$ cat config.mk
export PLATFORM = sky130hd
export DESIGN_NAME = pifo_rank_queue_flat
export DESIGN_NICKNAME = d
export VERILOG_FILES = /design/src/rtl/pifo_rank_queue_if.sv /design/src/rtl/pifo_rank_queue.sv /design/src/flat_wrapper.sv
export SDC_FILE = /design/constraint.sdc
export NUM_CORES = 2
export LEC_CHECK = 0
export ABC_CLOCK_PERIOD_IN_PS = 12400
export BUFFER_PORTS_ARGS = -buffer_cell sky130_fd_sc_hd__buf_2
export CAP_MARGIN = 40
export CORE_UTILIZATION = 50
export CTS_CLUSTER_DIAMETER = 40
export DETAILED_ROUTE_END_ITERATION = 6
export PLACE_DENSITY_LB_ADDON = 0.1
export SLEW_MARGIN = 15
export SYNTH_ARGS = -nofsm -noshare
export SYNTH_HDL_FRONTEND = slang
export SYNTH_SLANG_ARGS = --single-unit
$ cat constraint.sdc
create_clock -name clk_dp -period 12.4 [get_ports clk_dp]
set_input_delay 1.24 -clock clk_dp [delete_from_list [all_inputs] [get_ports clk_dp]]
set_output_delay 1.24 -clock clk_dp [all_outputs]
set_load 0.02 [all_outputs]
$ cat src/rtl/pifo_rank_queue_if.sv
// rtl/pifo_rank_queue_if.sv - push/pop/status bundle for one PIFO output port
interface pifo_rank_queue_if #(
   parameter int DEPTH           = 16,
   parameter int RANK_WIDTH      = 19,
   parameter int PIFO_INFO_WIDTH = 12,
   parameter int TAG_WIDTH       = 12,
   parameter int RESULT_WIDTH    = 32,
   parameter int DROP_CNT_WIDTH  = 16
);
   logic                       push_valid;
   logic [RESULT_WIDTH-1:0]    push_data;
   logic [TAG_WIDTH-1:0]       push_tag;
   logic                       push_ready;
   logic                       pop_req;
   logic                       pop_valid;
   logic [RANK_WIDTH-1:0]      pop_rank;
   logic [PIFO_INFO_WIDTH-1:0] pop_info;
   logic [TAG_WIDTH-1:0]       pop_tag;
   logic [RESULT_WIDTH-1:0]    last_pkt_info;
   logic [$clog2(DEPTH):0]     occupancy;
   logic                       full;
   logic                       empty;
   logic [DROP_CNT_WIDTH-1:0]  drop_count;

   modport master (
      output push_valid, push_data, push_tag, pop_req,
      input  push_ready, pop_valid, pop_rank, pop_info, pop_tag,
             last_pkt_info, occupancy, full, empty, drop_count
   );

   modport slave (
      input  push_valid, push_data, push_tag, pop_req,
      output push_ready, pop_valid, pop_rank, pop_info, pop_tag,
             last_pkt_info, occupancy, full, empty, drop_count
   );
endinterface

$ cat src/rtl/pifo_rank_queue.sv
// rtl/pifo_rank_queue.sv - sorted shift-register PIFO keyed on {round, class}
module pifo_rank_queue #(
   parameter int DEPTH           = 16,
   parameter int RANK_WIDTH      = 19,
   parameter int CLASS_WIDTH     = 5,
   parameter int ROUND_WIDTH     = 11,
   parameter int PIFO_INFO_WIDTH = 12,
   parameter int TAG_WIDTH       = 12,
   parameter int RESULT_WIDTH    = 32,
   parameter int DROP_CNT_WIDTH  = 16
) (
   input logic              clk_dp,
   input logic              rst,
   pifo_rank_queue_if.slave q
);
   localparam int OCC_W = $clog2(DEPTH) + 1;
   localparam int KEY_W = ROUND_WIDTH + CLASS_WIDTH;
   localparam int PAD_W = RESULT_WIDTH - KEY_W - PIFO_INFO_WIDTH;

   typedef struct packed {
      logic                       vld;
      logic [RANK_WIDTH-1:0]      rank;
      logic [PIFO_INFO_WIDTH-1:0] info;
      logic [TAG_WIDTH-1:0]       tag;
   } slot_t;

   slot_t            slot     [DEPTH];
   slot_t            shifted  [DEPTH];
   slot_t            slot_nxt [DEPTH];
   slot_t            new_ent;
   logic [KEY_W-1:0] new_key;
   logic [OCC_W-1:0] occ;
   logic [OCC_W-1:0] occ_nxt;
   logic [OCC_W-1:0] ins_cnt;
   logic [OCC_W-1:0] ins_pos;
   logic             full_r;
   logic             empty_r;
   logic             do_pop;
   logic             push_acc;
   logic             unused_valid_flag;

   // Round is the major sort field, class breaks ties within a round.
   function automatic logic [KEY_W-1:0] key_of(input logic [RANK_WIDTH-1:0] r);
      return {r[ROUND_WIDTH-1:0], r[KEY_W-1:ROUND_WIDTH]};
   endfunction

   // The tuple's own valid flag carries no meaning here; push_valid qualifies it.
   assign unused_valid_flag = q.push_data[RESULT_WIDTH-1];

   assign new_ent  = {1'b1, q.push_data[RESULT_WIDTH-2 -: RANK_WIDTH],
                      q.push_data[PIFO_INFO_WIDTH-1:0], q.push_tag};
   assign new_key  = key_of(new_ent.rank);
   assign do_pop   = q.pop_req && !empty_r;
   assign push_acc = q.push_valid && (!full_r || q.pop_req);

   assign q.push_ready = !full_r | q.pop_req;
   assign q.occupancy  = occ;
   assign q.full       = full_r;
   assign q.empty      = empty_r;

   // Count entries that sort at or before the new one; equal keys stay ahead (FIFO tie-break).
   always_comb begin
      ins_cnt = '0;
      for (int i = 0; i < DEPTH; i++) begin
         if (slot[i].vld && (key_of(slot[i].rank) <= new_key))
            ins_cnt = ins_cnt + OCC_W'(1);
      end
      if (do_pop)
         ins_pos = (ins_cnt == '0) ? '0 : ins_cnt - OCC_W'(1);
      else
         ins_pos = ins_cnt;
   end

   // Down-shift for a departing head, then open a hole at ins_pos for an accepted push.
   always_comb begin
      for (int i = 0; i < DEPTH - 1; i++)
         shifted[i] = do_pop ? slot[i+1] : slot[i];
      shifted[DEPTH-1] = do_pop ? '0 : slot[DEPTH-1];

      for (int i = 0; i < DEPTH; i++)
         slot_nxt[i] = shifted[i];
      if (push_acc) begin
         if (ins_pos == '0)
            slot_nxt[0] = new_ent;
         for (int i = 1; i < DEPTH; i++) begin
            if (OCC_W'(i) > ins_pos)
               slot_nxt[i] = shifted[i-1];
            else if (OCC_W'(i) == ins_pos)
               slot_nxt[i] = new_ent;
         end
      end
   end

   // Entry count after this cycle's push/pop.
   always_comb begin
      occ_nxt = occ;
      case ({push_acc, do_pop})
         2'b10:   occ_nxt = occ + OCC_W'(1);
         2'b01:   occ_nxt = occ - OCC_W'(1);
         default: occ_nxt = occ;
      endcase
   end

   // Queue storage, status flags, registered pop outputs and drop counter.
   always_ff @(posedge clk_dp or negedge rst) begin
      if (!rst) begin
         for (int i = 0; i < DEPTH; i++)
            slot[i] <= '0;
         occ             <= '0;
         full_r          <= 1'b0;
         empty_r         <= 1'b1;
         q.pop_valid     <= 1'b0;
         q.pop_rank      <= '0;
         q.pop_info      <= '0;
         q.pop_tag       <= '0;
         q.last_pkt_info <= '0;
         q.drop_count    <= '0;
      end else begin
         slot        <= slot_nxt;
         occ         <= occ_nxt;
         full_r      <= (occ_nxt == OCC_W'(DEPTH));
         empty_r     <= (occ_nxt == '0);
         q.pop_valid <= do_pop;
         if (do_pop) begin
            q.pop_rank      <= slot[0].rank;
            q.pop_info      <= slot[0].info;
            q.pop_tag       <= slot[0].tag;
            q.last_pkt_info <= {{PAD_W{1'b0}}, slot[0].rank[ROUND_WIDTH-1:0],
                                slot[0].rank[KEY_W-1:ROUND_WIDTH], slot[0].info};
         end
         if (q.push_valid && !push_acc && (q.drop_count != '1))
            q.drop_count <= q.drop_count + 1'b1;
      end
   end
endmodule
$ cat src/flat_wrapper.sv
// flat-port wrapper written by rule: the top's interface ports become plain ports
module pifo_rank_queue_flat 
#(
   parameter int DEPTH           = 16,
   parameter int RANK_WIDTH      = 19,
   parameter int CLASS_WIDTH     = 5,
   parameter int ROUND_WIDTH     = 11,
   parameter int PIFO_INFO_WIDTH = 12,
   parameter int TAG_WIDTH       = 12,
   parameter int RESULT_WIDTH    = 32,
   parameter int DROP_CNT_WIDTH  = 16
)
  (clk_dp, rst, q_push_valid, q_push_data, q_push_tag, q_pop_req, q_push_ready, q_pop_valid, q_pop_rank, q_pop_info, q_pop_tag, q_last_pkt_info, q_occupancy, q_full, q_empty, q_drop_count);
  pifo_rank_queue_if #(.DEPTH(DEPTH), .RANK_WIDTH(RANK_WIDTH), .PIFO_INFO_WIDTH(PIFO_INFO_WIDTH), .TAG_WIDTH(TAG_WIDTH), .RESULT_WIDTH(RESULT_WIDTH), .DROP_CNT_WIDTH(DROP_CNT_WIDTH)) q_i ();
  input logic clk_dp;
  input logic rst;
  input wire logic [$bits(q_i.push_valid)-1:0] q_push_valid;
  input wire logic [$bits(q_i.push_data)-1:0] q_push_data;
  input wire logic [$bits(q_i.push_tag)-1:0] q_push_tag;
  input wire logic [$bits(q_i.pop_req)-1:0] q_pop_req;
  output wire logic [$bits(q_i.push_ready)-1:0] q_push_ready;
  output wire logic [$bits(q_i.pop_valid)-1:0] q_pop_valid;
  output wire logic [$bits(q_i.pop_rank)-1:0] q_pop_rank;
  output wire logic [$bits(q_i.pop_info)-1:0] q_pop_info;
  output wire logic [$bits(q_i.pop_tag)-1:0] q_pop_tag;
  output wire logic [$bits(q_i.last_pkt_info)-1:0] q_last_pkt_info;
  output wire logic [$bits(q_i.occupancy)-1:0] q_occupancy;
  output wire logic [$bits(q_i.full)-1:0] q_full;
  output wire logic [$bits(q_i.empty)-1:0] q_empty;
  output wire logic [$bits(q_i.drop_count)-1:0] q_drop_count;
  assign q_i.push_valid = q_push_valid;
  assign q_i.push_data = q_push_data;
  assign q_i.push_tag = q_push_tag;
  assign q_i.pop_req = q_pop_req;
  assign q_push_ready = q_i.push_ready;
  assign q_pop_valid = q_i.pop_valid;
  assign q_pop_rank = q_i.pop_rank;
  assign q_pop_info = q_i.pop_info;
  assign q_pop_tag = q_i.pop_tag;
  assign q_last_pkt_info = q_i.last_pkt_info;
  assign q_occupancy = q_i.occupancy;
  assign q_full = q_i.full;
  assign q_empty = q_i.empty;
  assign q_drop_count = q_i.drop_count;
  pifo_rank_queue #(.DEPTH(DEPTH), .RANK_WIDTH(RANK_WIDTH), .CLASS_WIDTH(CLASS_WIDTH), .ROUND_WIDTH(ROUND_WIDTH), .PIFO_INFO_WIDTH(PIFO_INFO_WIDTH), .TAG_WIDTH(TAG_WIDTH), .RESULT_WIDTH(RESULT_WIDTH), .DROP_CNT_WIDTH(DROP_CNT_WIDTH)) u_core (.clk_dp(clk_dp), .rst(rst), .q(q_i));
endmodule
==> flow_summary.toml <==
[timing]
skew_ns = 0.03457
slew_viol_final = 0
finalCritPeriodShare_pct = 103.5
holdWs_ns = 0.4639
hold_viol = 0
fin_setup_tns_ns = -189.80
worst_slack_ns = -0.4357
setup_viol = 703
slew_headroom_pct = 24.12
worstMarginPinSlew_ns = 1.138
rsz0062_at_grt = "true"
fmax_mhz = 77.91
period_minus_slack_ns = 12.84

[status]
violations = "DRC, setup timing"
status = "finished with violations"

[finish]
seq_area_um2 = 19290
drive_gt1_share_pct = 25.38
fin_area_um2 = 62870
nets = 5880
multi_input_comb_area_um2 = 29250
syn2layout_area_growth_pct = 29.98
fillers = 7609

[clock_tree]
cts_tree = "done"
cts.sinks = 771
clock_path_buffers = 3
root_buffer = "clkbuf_16"
numCtsBuffers = 131
cts_hold_buffers = 0
htree_levels = 4
clock_latency_ns = 0.74
clkTransAtPathRegs_ns = 0.06

[min_path]
hold_depth = 2
hold_path.startpoint = "u_core.slot[679]$_DFF_PN0_"
hold_class = "flip-flop to flip-flop"
min_to = "u_core.q.pop_info[7]$_DFFE_PN0P_"

[setup_path]
max_stage_delay_ns = 0.39
worstPathMaxFanout = 13
rr_startpoint = "u_core.slot[696]$_DFF_PN0_"
r2r_end = "u_core.slot[326]$_DFF_PN0_"
crit_top_cell = "ha_4"
cpMaxStageDelayCell = "or3_4"
rr_worst_depth = 68
worst_setup_path_end_kind = "flip-flop"
start_kind = "input port"
crit_required_ns = 12.99
critPathArrivalTime_ns = 13.42
rrSetupSlack_ns = -0.17
crit_type = "input port to flip-flop"

[synthesis]
synthTopCellsByArea = "dfrtp_1 (40%), mux2i_1 (9.2%), ha_1 (7.2%)"
synth_area_um2 = 48370
synth.largest_area_cell = "dfrtp_1"
syn_inst = 5134
seq_area_frac_synth_pct = 39.89
synth_area_per_cell_um2 = 9.421
ys_warn_count = 0
ys.flop_type = "dfrtp_1"
ys_ff_latch = 771
synth_common_cells = "dfrtp_1 (770), nand2_1 (762), mux2i_1 (444)"
yosysMostFrequentCell = "dfrtp_1"
netlist.area_leader.share_pct = 39.84
async_reset_ff_share_pct = 100.0
yosys.cell_types.count = 111
synth_edf_count = 0

[die]
ioPinCount = 148
core_area_um2 = 95440
die_y_um = 313.0
start_util_pct = 50.68
rows = 113
fp.dieArea_um2 = 97980
die_w_um = 313.0

[placement]
post-place-ws_ns = -1.535
place_area_um2 = 54480
io_buffer_count = 142
hpwl_um = 122900
globalplace.congestion = 0.9547

[route]
wl_per_cell_um = 27.24
dr.pass1.iters = 7
initialDrtViolationCount = 5203
wl_um = 188700
vias = 45610
drc = 5
antenna_left = 0
viasPerCell = 6.583

[grt]
gr-usage-met2_pct = 57.65
use_met3_pct = 6.458
grt_max_degree = 178
grt-ovfl-total = 0
met1_usage_pct = 47.93
grt_use_total_pct = 36.78
antenna_found_initial = 13
grt_pass1_vias = 44330
grt_pass1_wl_um = 276000
top_usage_layer = "met2"

[flow_run]
cap_violations = 0
[layout make-up]
class	count	area share, %
diodes	5	0.01990
flip-flops and latches	771	30.69
repair buffers	723	11.99
inverters	139	0.8638
multi-input cells	3787	46.52
clock buffers	161	5.672
clock inverters	77	1.726
well taps	1265	2.518
[metal layers]
layer | share of wire [%] | vias to the layer above
met3 | 7.9 | 563
met1 | 40 | 22820
li1 | - | 20040
met2 | 45 | 2165
met4 | 6.8 | 18
met5 | 0.067 | -
[cells in the final DEF (no fill, tap or decap), types with 21 or more instances in the layout]
cell type	count
a22o_1	33
o221ai_1	55
a21oi_1	194
o221ai_2	31
a221o_1	92
ha_1	265
nand4_1	52
clkbuf_16	152
inv_1	132
a211oi_1	52
dfrtp_1	770
nor3_1	144
a221oi_2	68
a221oi_1	66
bufinv_16	21
and2_1	50
o211ai_1	51
a2bb2oi_1	34
mux2i_1	438
nor2_1	301
buf_12	120
buf_6	34
a21oi_2	61
nor2_2	25
a31oi_1	24
nand3_1	64
xnor2_1	46
nor2b_1	63
nand2_1	750
a22oi_1	53
a222oi_1	86
buf_2	140
o22ai_2	39
a21o_1	30
buf_4	379
o21ai_0	135
[logic make-up after synthesis]
kind of cell | after synthesis | synth area share [%]
DFF | 771 | 39.89
buffers and inverters | 580 | 5.080
adders and majority gates | 279 | 7.233
and+or+nand+nor | 1619 | 15.11
other | 1 | 0.007753
xor gates and xnor gates | 84 | 2.057
AOI/OAI and AO/OA | 1328 | 20.76
muxes | 472 | 9.863
[registers in the layout (all words and copies together) (netlist names)]
register                count
u_core.q.pop_tag           12
u_core.q.last_pkt_info      1
u_core.q.pop_valid          1
u_core.q.empty              1
u_core.q.occupancy          5
u_core.q.full               1
u_core.q.drop_count        16
u_core.slot               704
u_core.q.pop_info          11
u_core.q.pop_rank          19
[what timing repair did]
| action | CTS | global route |
|---|---|---|
| gates resized for setup | 103 | 227 |
| gates cloned | 21 | 20 |
| pin swaps | 47 | 120 |
| setup buffers | 65 | 45 |
| endpoints found under the setup margin | 704 | 704 |
[per-stage QoR]
step / utilization, % / cells
after CTS: 63.77 / 6865
after floorplan: - / 5137
after detailed placement: 57.09 / 6543
after global routing: 65.87 / 6925
final: 65.87 / 6928
after global placement: 56.92 / 6531
[critical path: cells and delay by family]
kind                       cells  cell delay (ns)
xor gates and xnor gates       1             0.16
AOI/OAI and AO/OA             17             2.47
muxes                          7             1.85
and+or+nand+nor               21             2.88
buffers and inverters          9             1.15
adders and majority gates     15             3.61
[worst max-delay path by stage]
stage,slack (ns),startpoint,endpoint
2_1_floorplan,-0.59,q_push_data[24],u_core.slot[420]$_DFF_PN0_
3_3_place_gp,-1.50,q_push_data[24],u_core.slot[478]$_DFF_PN0_
3_5_place_dp,-1.54,q_push_data[24],u_core.slot[466]$_DFF_PN0_
4_1_cts,-0.24,q_push_data[24],u_core.slot[52]$_DFF_PN0_
5_1_grt,-0.89,q_push_data[24],u_core.slot[230]$_DFF_PN0_
6_report,-0.44,q_push_data[24],u_core.slot[326]$_DFF_PN0_
Power is not shown: default switching activity piles up to over one toggle a cycle in this logic, so the estimate is an artifact.
